File: config.mk
export PLATFORM = sky130hd
export DESIGN_NAME = reg_scoreboard_file
export DESIGN_NICKNAME = d
export VERILOG_FILES = /design/src/rtl/reg_scoreboard_file.sv
export SDC_FILE = /design/constraint.sdc
export NUM_CORES = 2
export LEC_CHECK = 0
export BUFFER_PORTS_ARGS = -buffer_cell sky130_fd_sc_hd__buf_4
export CORE_MARGIN = 2
export CORE_UTILIZATION = 45
export CTS_BUF_LIST = sky130_fd_sc_hd__clkbuf_16
export CTS_CLUSTER_SIZE = 14
export DETAILED_ROUTE_END_ITERATION = 10
export RECOVER_POWER = 100
export SYNTH_ARGS = -nofsm -noshare
export SYNTH_HDL_FRONTEND = slang
export SYNTH_SLANG_ARGS = --single-unit
File: constraint.sdc
create_clock -name clk -period 9.75 [get_ports clk]
set_input_delay 1.4625 -clock clk [delete_from_list [all_inputs] [get_ports clk]]
set_output_delay 1.4625 -clock clk [all_outputs]
set_load 0.02 [all_outputs]
File: src/rtl/reg_scoreboard_file.sv
// Issue-stage register file with in-use scoreboard: hazard check, reservation, registered operands.
// Optional macro WB_BYPASS_EN forwards same-cycle write-back data to sources instead of stalling.
module reg_scoreboard_file #(
  parameter int NUM_REGS = 16,
  parameter int ADDR_W   = 4,
  parameter int DATA_W   = 64
) (
  input  logic                clk,
  input  logic                reset_n,
  input  logic                iss_valid,
  output logic                iss_ready,
  input  logic [ADDR_W-1:0]   iss_src1,
  input  logic                iss_src1_vld,
  input  logic [ADDR_W-1:0]   iss_src2,
  input  logic                iss_src2_vld,
  input  logic [ADDR_W-1:0]   iss_dst,
  input  logic                iss_dst_vld,
  input  logic [ADDR_W-1:0]   iss_dst2,
  input  logic                iss_dst2_vld,
  output logic                op_valid,
  input  logic                op_ready,
  output logic [DATA_W-1:0]   op_src1_data,
  output logic [DATA_W-1:0]   op_src2_data,
  input  logic                wb_valid,
  input  logic [ADDR_W-1:0]   wb_dst,
  input  logic                wb_dst_vld,
  input  logic [DATA_W-1:0]   wb_data,
  input  logic [ADDR_W-1:0]   wb_dst2,
  input  logic                wb_dst2_vld,
  input  logic [DATA_W-1:0]   wb_data2,
  output logic [NUM_REGS-1:0] busy_map,
  output logic                wb_err
);

  logic [DATA_W-1:0]   regFile [NUM_REGS];
  logic [NUM_REGS-1:0] busy;
  logic                opValidQ;
  logic [DATA_W-1:0]   opSrc1Q, opSrc2Q;
  logic                wbErrQ;

  logic                wbDstHit, wbDst2Hit;
  logic [NUM_REGS-1:0] wbClr, issSet;
  logic                src1Busy, src2Busy, hazard, fire, wbErrSet;
  logic [DATA_W-1:0]   src1Val, src2Val;

  assign wbDstHit  = wb_valid & wb_dst_vld;
  assign wbDst2Hit = wb_valid & wb_dst2_vld;
  assign wbClr     = (wbDstHit  ? (NUM_REGS'(1) << wb_dst)  : '0)
                   | (wbDst2Hit ? (NUM_REGS'(1) << wb_dst2) : '0);
  assign issSet    = (iss_dst_vld  ? (NUM_REGS'(1) << iss_dst)  : '0)
                   | (iss_dst2_vld ? (NUM_REGS'(1) << iss_dst2) : '0);

`ifdef WB_BYPASS_EN
  // A source being released this cycle is satisfied by the forwarded result.
  assign src1Busy = busy[iss_src1] & ~wbClr[iss_src1];
  assign src2Busy = busy[iss_src2] & ~wbClr[iss_src2];
`else
  assign src1Busy = busy[iss_src1];
  assign src2Busy = busy[iss_src2];
`endif

  assign hazard = (iss_src1_vld & src1Busy) | (iss_src2_vld & src2Busy)
                | (iss_dst_vld & busy[iss_dst]) | (iss_dst2_vld & busy[iss_dst2]);
  assign iss_ready = ~hazard & (~opValidQ | op_ready);
  assign fire      = iss_valid & iss_ready;
  assign wbErrSet  = (wbDstHit & ~busy[wb_dst]) | (wbDst2Hit & ~busy[wb_dst2]);

  function automatic logic [DATA_W-1:0] readOperand(input logic [ADDR_W-1:0] idx,
                                                    input logic vld);
    logic [DATA_W-1:0] val;
    val = regFile[idx];
`ifdef WB_BYPASS_EN
    if (wbDst2Hit && wb_dst2 == idx) val = wb_data2;
    if (wbDstHit && wb_dst == idx)   val = wb_data;
`endif
    return vld ? val : '0;
  endfunction

  assign src1Val = readOperand(iss_src1, iss_src1_vld);
  assign src2Val = readOperand(iss_src2, iss_src2_vld);

  always_ff @(posedge clk) begin
    if (!reset_n) begin
      for (int i = 0; i < NUM_REGS; i++) regFile[i] <= '0;
      busy     <= '0;
      opValidQ <= 1'b0;
      opSrc1Q  <= '0;
      opSrc2Q  <= '0;
      wbErrQ   <= 1'b0;
    end else begin
      // Reservation is applied after release so a same-edge reserve wins.
      busy   <= (busy & ~wbClr) | (fire ? issSet : '0);
      wbErrQ <= wbErrQ | wbErrSet;
      if (wbDst2Hit) regFile[wb_dst2] <= wb_data2;
      if (wbDstHit)  regFile[wb_dst]  <= wb_data;
      if (fire) begin
        opValidQ <= 1'b1;
        opSrc1Q  <= src1Val;
        opSrc2Q  <= src2Val;
      end else if (op_ready) begin
        opValidQ <= 1'b0;
      end
    end
  end

  assign op_valid     = opValidQ;
  assign op_src1_data = opSrc1Q;
  assign op_src2_data = opSrc2Q;
  assign busy_map     = busy;
  assign wb_err       = wbErrQ;

endmodule
; ---- After elaboration in Yosys (flattened, before gate mapping)
; Memory sizes are Yosys's and may differ from the RTL's.
; Cells that the tools add are included.
; Widths: inputs -> output; s select.
[word_totals]
regBits = 146
ramBits = 1024
input_bits = 163
output_inout_bits = 147
elab_cells = 78
n_memories = 1
[op_classes]
order_cmp = 6
shift = 4
muxes = 34
n_bitwise = 25
reduce_logical = 3
[memory_table]
columns = memory, depth, width, rd, rd_ports_with_merged_regs, wr, line_no
row1 = regFile, 16, 64, 2, 0, 16, 35  ; logic [DATA_W-1:0] regFile [NUM_REGS];
[ops]
columns = operator, n
row1 = $mux 64, 4
row2 = $reduce_or 64->1, 2
row3 = $mux 16, 5
row4 = $shl 1x4->16 const A, 4
row5 = $or 16x16->16, 3
row6 = $lt 4x5->1 const B, 6
row7 = $bmux 1 s4, 6
row8 = $mux 1, 17
row9 = $and 16x16->16, 1
row10 = $not 16->16, 1
row11 = $and 1x1->1, 10
row12 = $mux 4, 2
row13 = $or 1x1->1, 6
row14 = $not 1->1, 4
row15 = $reduce_bool 2->1, 1

; ---- Logic depth before layout (Yosys ltp)
[depth]
word_depth = 11
mapped_depth = 10
mapped_depth_nobuf = 6

; ---- Worst setup path after synthesis
; Ideal clock, no wire load.
[synth_path]
path_type = input to register
startpoint = input port wb_dst2[1]
endpoint = memory regFile[10][0] (enable)
setup_ns = 0.516
t_arrival_ns = 5.372
required_time_ns = 9.234
setup_slack_ns = 3.863
cell_stages = 4
path_buffers = 1
cell_sequence = buf_2 nor2b_1 nand2_1 o221ai_1
[synth_lines]
columns = item, line_no
row1 = from (decl), 28  ; input logic [ADDR_W-1:0] wb_dst2,
row2 = to (decl), 35

==> impl_metrics.toml <==
[clock_tree]
cts_resized = 0
clockBufferDepth = 3
postCtsSetupBuffers = 0
cts-root-buf = "clkbuf_16"
cts_htree_levels = 4
clock_latency_ns = 0.79
hold_buffers = 0
cts.sinks = 1170
cts_buffers = 135
tritoncts = "built"
path_clk_slew_ns = 0.06

[synth]
yosys_warnings = 0
synth_area_um2 = 64000
yosysSeqAreaShare_pct = 52.6
yosysUniqueCellTypes = 48
async_reset_ff_share_pct = 0
ys.flop_type = "edfxtp_1"
synth_edf_count = 1024
synth_cells = 4142
avgSynthCellArea_um2 = 15.4
synth.net_count = 4305
ys_ff_latch = 1170

[global_routing]
grt_start_max_net_pins = 131
use_met3_pct = 7.38
grt_util_met2_pct = 52.5
use_met1_pct = 43.7
grt_pass1_vias = 44100
antenna_found_initial = 30
top_usage_layer = "met2"
grt_first_pass_wirelength_um = 341000
grt-ovfl-total = 0
track_usage_pct = 33.3

[placement]
pre_cts_slack_ns = 4.20
port_buffers = 309
dp_cells = 5782
postPlaceCellArea_um2 = 67200
gp_congestion = 0.840
place_hpwl_um = 126000

[sta]
relSlewSlack_pct = -224
period_needed_ns = 7.51
maxSlewViolCount = 1350
fin_crit_sh_pct = 77.1
fin_setup_tns_ns = 0
clock-skew-final_ns = 0.0221
worst_slew_pin_slew_ns = 4.87
rsz0062_at_grt = "no"
hold_viol_final = 0
setup_violations = 0
fin_ws_ns = 2.24
fmax_mhz = 133

[setup_path]
reg2regPathDepth = 7
regToRegEndpoint = "op_src2_data[28]"
r2r_start = "busy_map[15]"
endpoint_kind = "flop"
r2r_slack_ns = 3.93
crit_required_ns = 10.39
critical_path_class = "primary input to flop"
crit_path_start_kind = "primary input"
critPathMaxFanout = 39
worstSetupStartpoint = "wb_dst[0]"
arrival_ns = 8.15

[worst_hold_path]
hp-start = "op_src1_data[9]"
hold_end = "op_src1_data[9]"
hold_path.class = "flop to flop"
hold_depth = 2

[route]
wire_per_inst_um = 40.6
drt-total-wl_um = 246000
drtAntennaViolNets = 0
drtIter0Drc = 6691
dr.pass1.iters = 6
via_per_inst = 7.37
drc = 0
vias = 44600

[pwr]
pwr-share-seq_pct = 47.9
power_density_nw_per_um2 = 176
swShare_pct = 25.8
ir_drop_mv = 0.141
p_clk_share_pct = 39.5
pwr-share-comb_pct = 12.6
leakage_uw = 0.0238
p_int_uw = 9190
p_sw_uw = 3200

[layout]
design_area_um2 = 70500
drive_gt1_share_pct = 26.6
syn_to_final_growth_pct = 10.2
n_fill_cell = 11900
finalNonFillerCells = 6051
layout_common_cells = "a22o_1 (1024), edfxtp_1 (1024), mux4_2 (660)"
post-route-util_pct = 49.9
fin_nets = 4192

[floorplanning]
die-area_um2 = 145000
ios = 310
start_util_pct = 45.3
die_w_um = 381
core_um2 = 141000
core.rowCount = 138
die_h_um = 381

[job]
maxCapViolations = 45

[status]
status = "finished, violations left"
violations = "capacitance limit, slew limit"
[worst max-delay path, stage by stage]
cell,delay (ns)
clkbuf_1,0.69
nor2b_1,0.69
nand2_1,0.35
nor2_4,0.16
clkbuf_1,2.58
clkbuf_1,1.81
a22o_1,0.37
[stage by stage]
| step | power [µW] | hold slack (ns) |
|---|---|---|
| floorplan | 7030 | 0.536 |
| global placement | 7580 | 0.446 |
| detailed placement | 7600 | 0.452 |
| CTS | 12400 | 0.460 |
| global route | 12700 | 0.473 |
| finish | 12400 | 0.455 |
[power groups by stage]
stage / Sequential [µW] / Combinational, µW / Clock (µW)
floorplan: 6010 / 1030 / 0
global placement: 6000 / 1580 / 0
detailed placement: 6020 / 1580 / 0
CTS: 5920 / 1580 / 4920
global route: 5960 / 1620 / 5100
finish: 5930 / 1570 / 4900
[synth_stat cells, types with 2 or more instances]
cell type | count | share of area (%)
nor3_2 | 2 | 0.031
and3_1 | 2 | 0.020
a2111oi_4 | 2 | 0.086
nand4_1 | 2 | 0.020
nor3b_1 | 3 | 0.035
a22o_1 | 1024 | 14
a211oi_1 | 2 | 0.023
a211o_1 | 2 | 0.027
o221ai_1 | 4 | 0.055
and2_1 | 5 | 0.049
mux2i_1 | 133 | 2.1
mux2_2 | 4 | 0.070
a21oi_1 | 5 | 0.039
o2111a_1 | 2 | 0.035
dfxtp_1 | 146 | 4.6
a211oi_2 | 2 | 0.039
a41oi_1 | 2 | 0.027
nor2_1 | 40 | 0.23
or3_1 | 2 | 0.020
clkbuf_1 | 401 | 2.4
buf_1 | 154 | 0.90
o211ai_1 | 2 | 0.023
nor2b_1 | 10 | 0.098
nand2_1 | 285 | 1.7
buf_2 | 82 | 0.64
edfxtp_1 | 1024 | 48
a31oi_1 | 4 | 0.039
mux4_2 | 660 | 23
a221o_1 | 4 | 0.063
a22oi_1 | 10 | 0.12
buf_6 | 24 | 0.42
o22ai_1 | 19 | 0.19
inv_1 | 20 | 0.12
buf_4 | 2 | 0.023
nand2b_1 | 9 | 0.088
nor3_1 | 17 | 0.13
nand3_1 | 20 | 0.16
[logic make-up after synthesis]
logic type / share of synthesized area [%]
flip-flops: 52.6
AO/OA/AOI/OAI: 14.9
multiplexers: 25.4
buffers and inverters: 4.47
AND/OR/NAND/NOR: 2.63
[worst max-delay path by stage]
| stage | end | slack, ns |
|---|---|---|
| 3_5_place_dp | op_src2_data[23] | 4.20 |
| 6_report | regFile[9][37] | 2.24 |
| 2_1_floorplan | regFile[10][0] | 3.86 |
| 3_3_place_gp | op_src2_data[25] | 4.18 |
| 4_1_cts | iss_ready | 4.57 |
| 5_1_grt | regFile[5][39] | 2.29 |
[flip-flops by register name, summed over array words and instances (netlist names)]
name and flops:
regFile 1024, op_src1_data 64, op_src2_data 64, busy_map 16
op_valid 1, wb_err 1
[layer usage]
| layer | share of wire (%) | up-vias |
|---|---|---|
| li1 | - | 17100 |
| met1 | 37 | 23500 |
| met2 | 47 | 3289 |
| met3 | 11 | 698 |
| met4 | 5.0 | 28 |
| met5 | 0.075 | - |
[layout make-up]
type | instances | area, µm² | area share [%]
multi-input cells | 2288 | 27600 | 39.2
clock buffers | 140 | 3500 | 4.97
clock inverters | 108 | 651 | 0.923
flip-flops and latches | 1170 | 33700 | 47.8
well taps | 1890 | 2360 | 3.36
inverters | 21 | 78.8 | 0.112
diodes | 21 | 52.6 | 0.0746
repair buffers | 413 | 2550 | 3.61
Note: power is estimated with default switching activity, not from simulation.
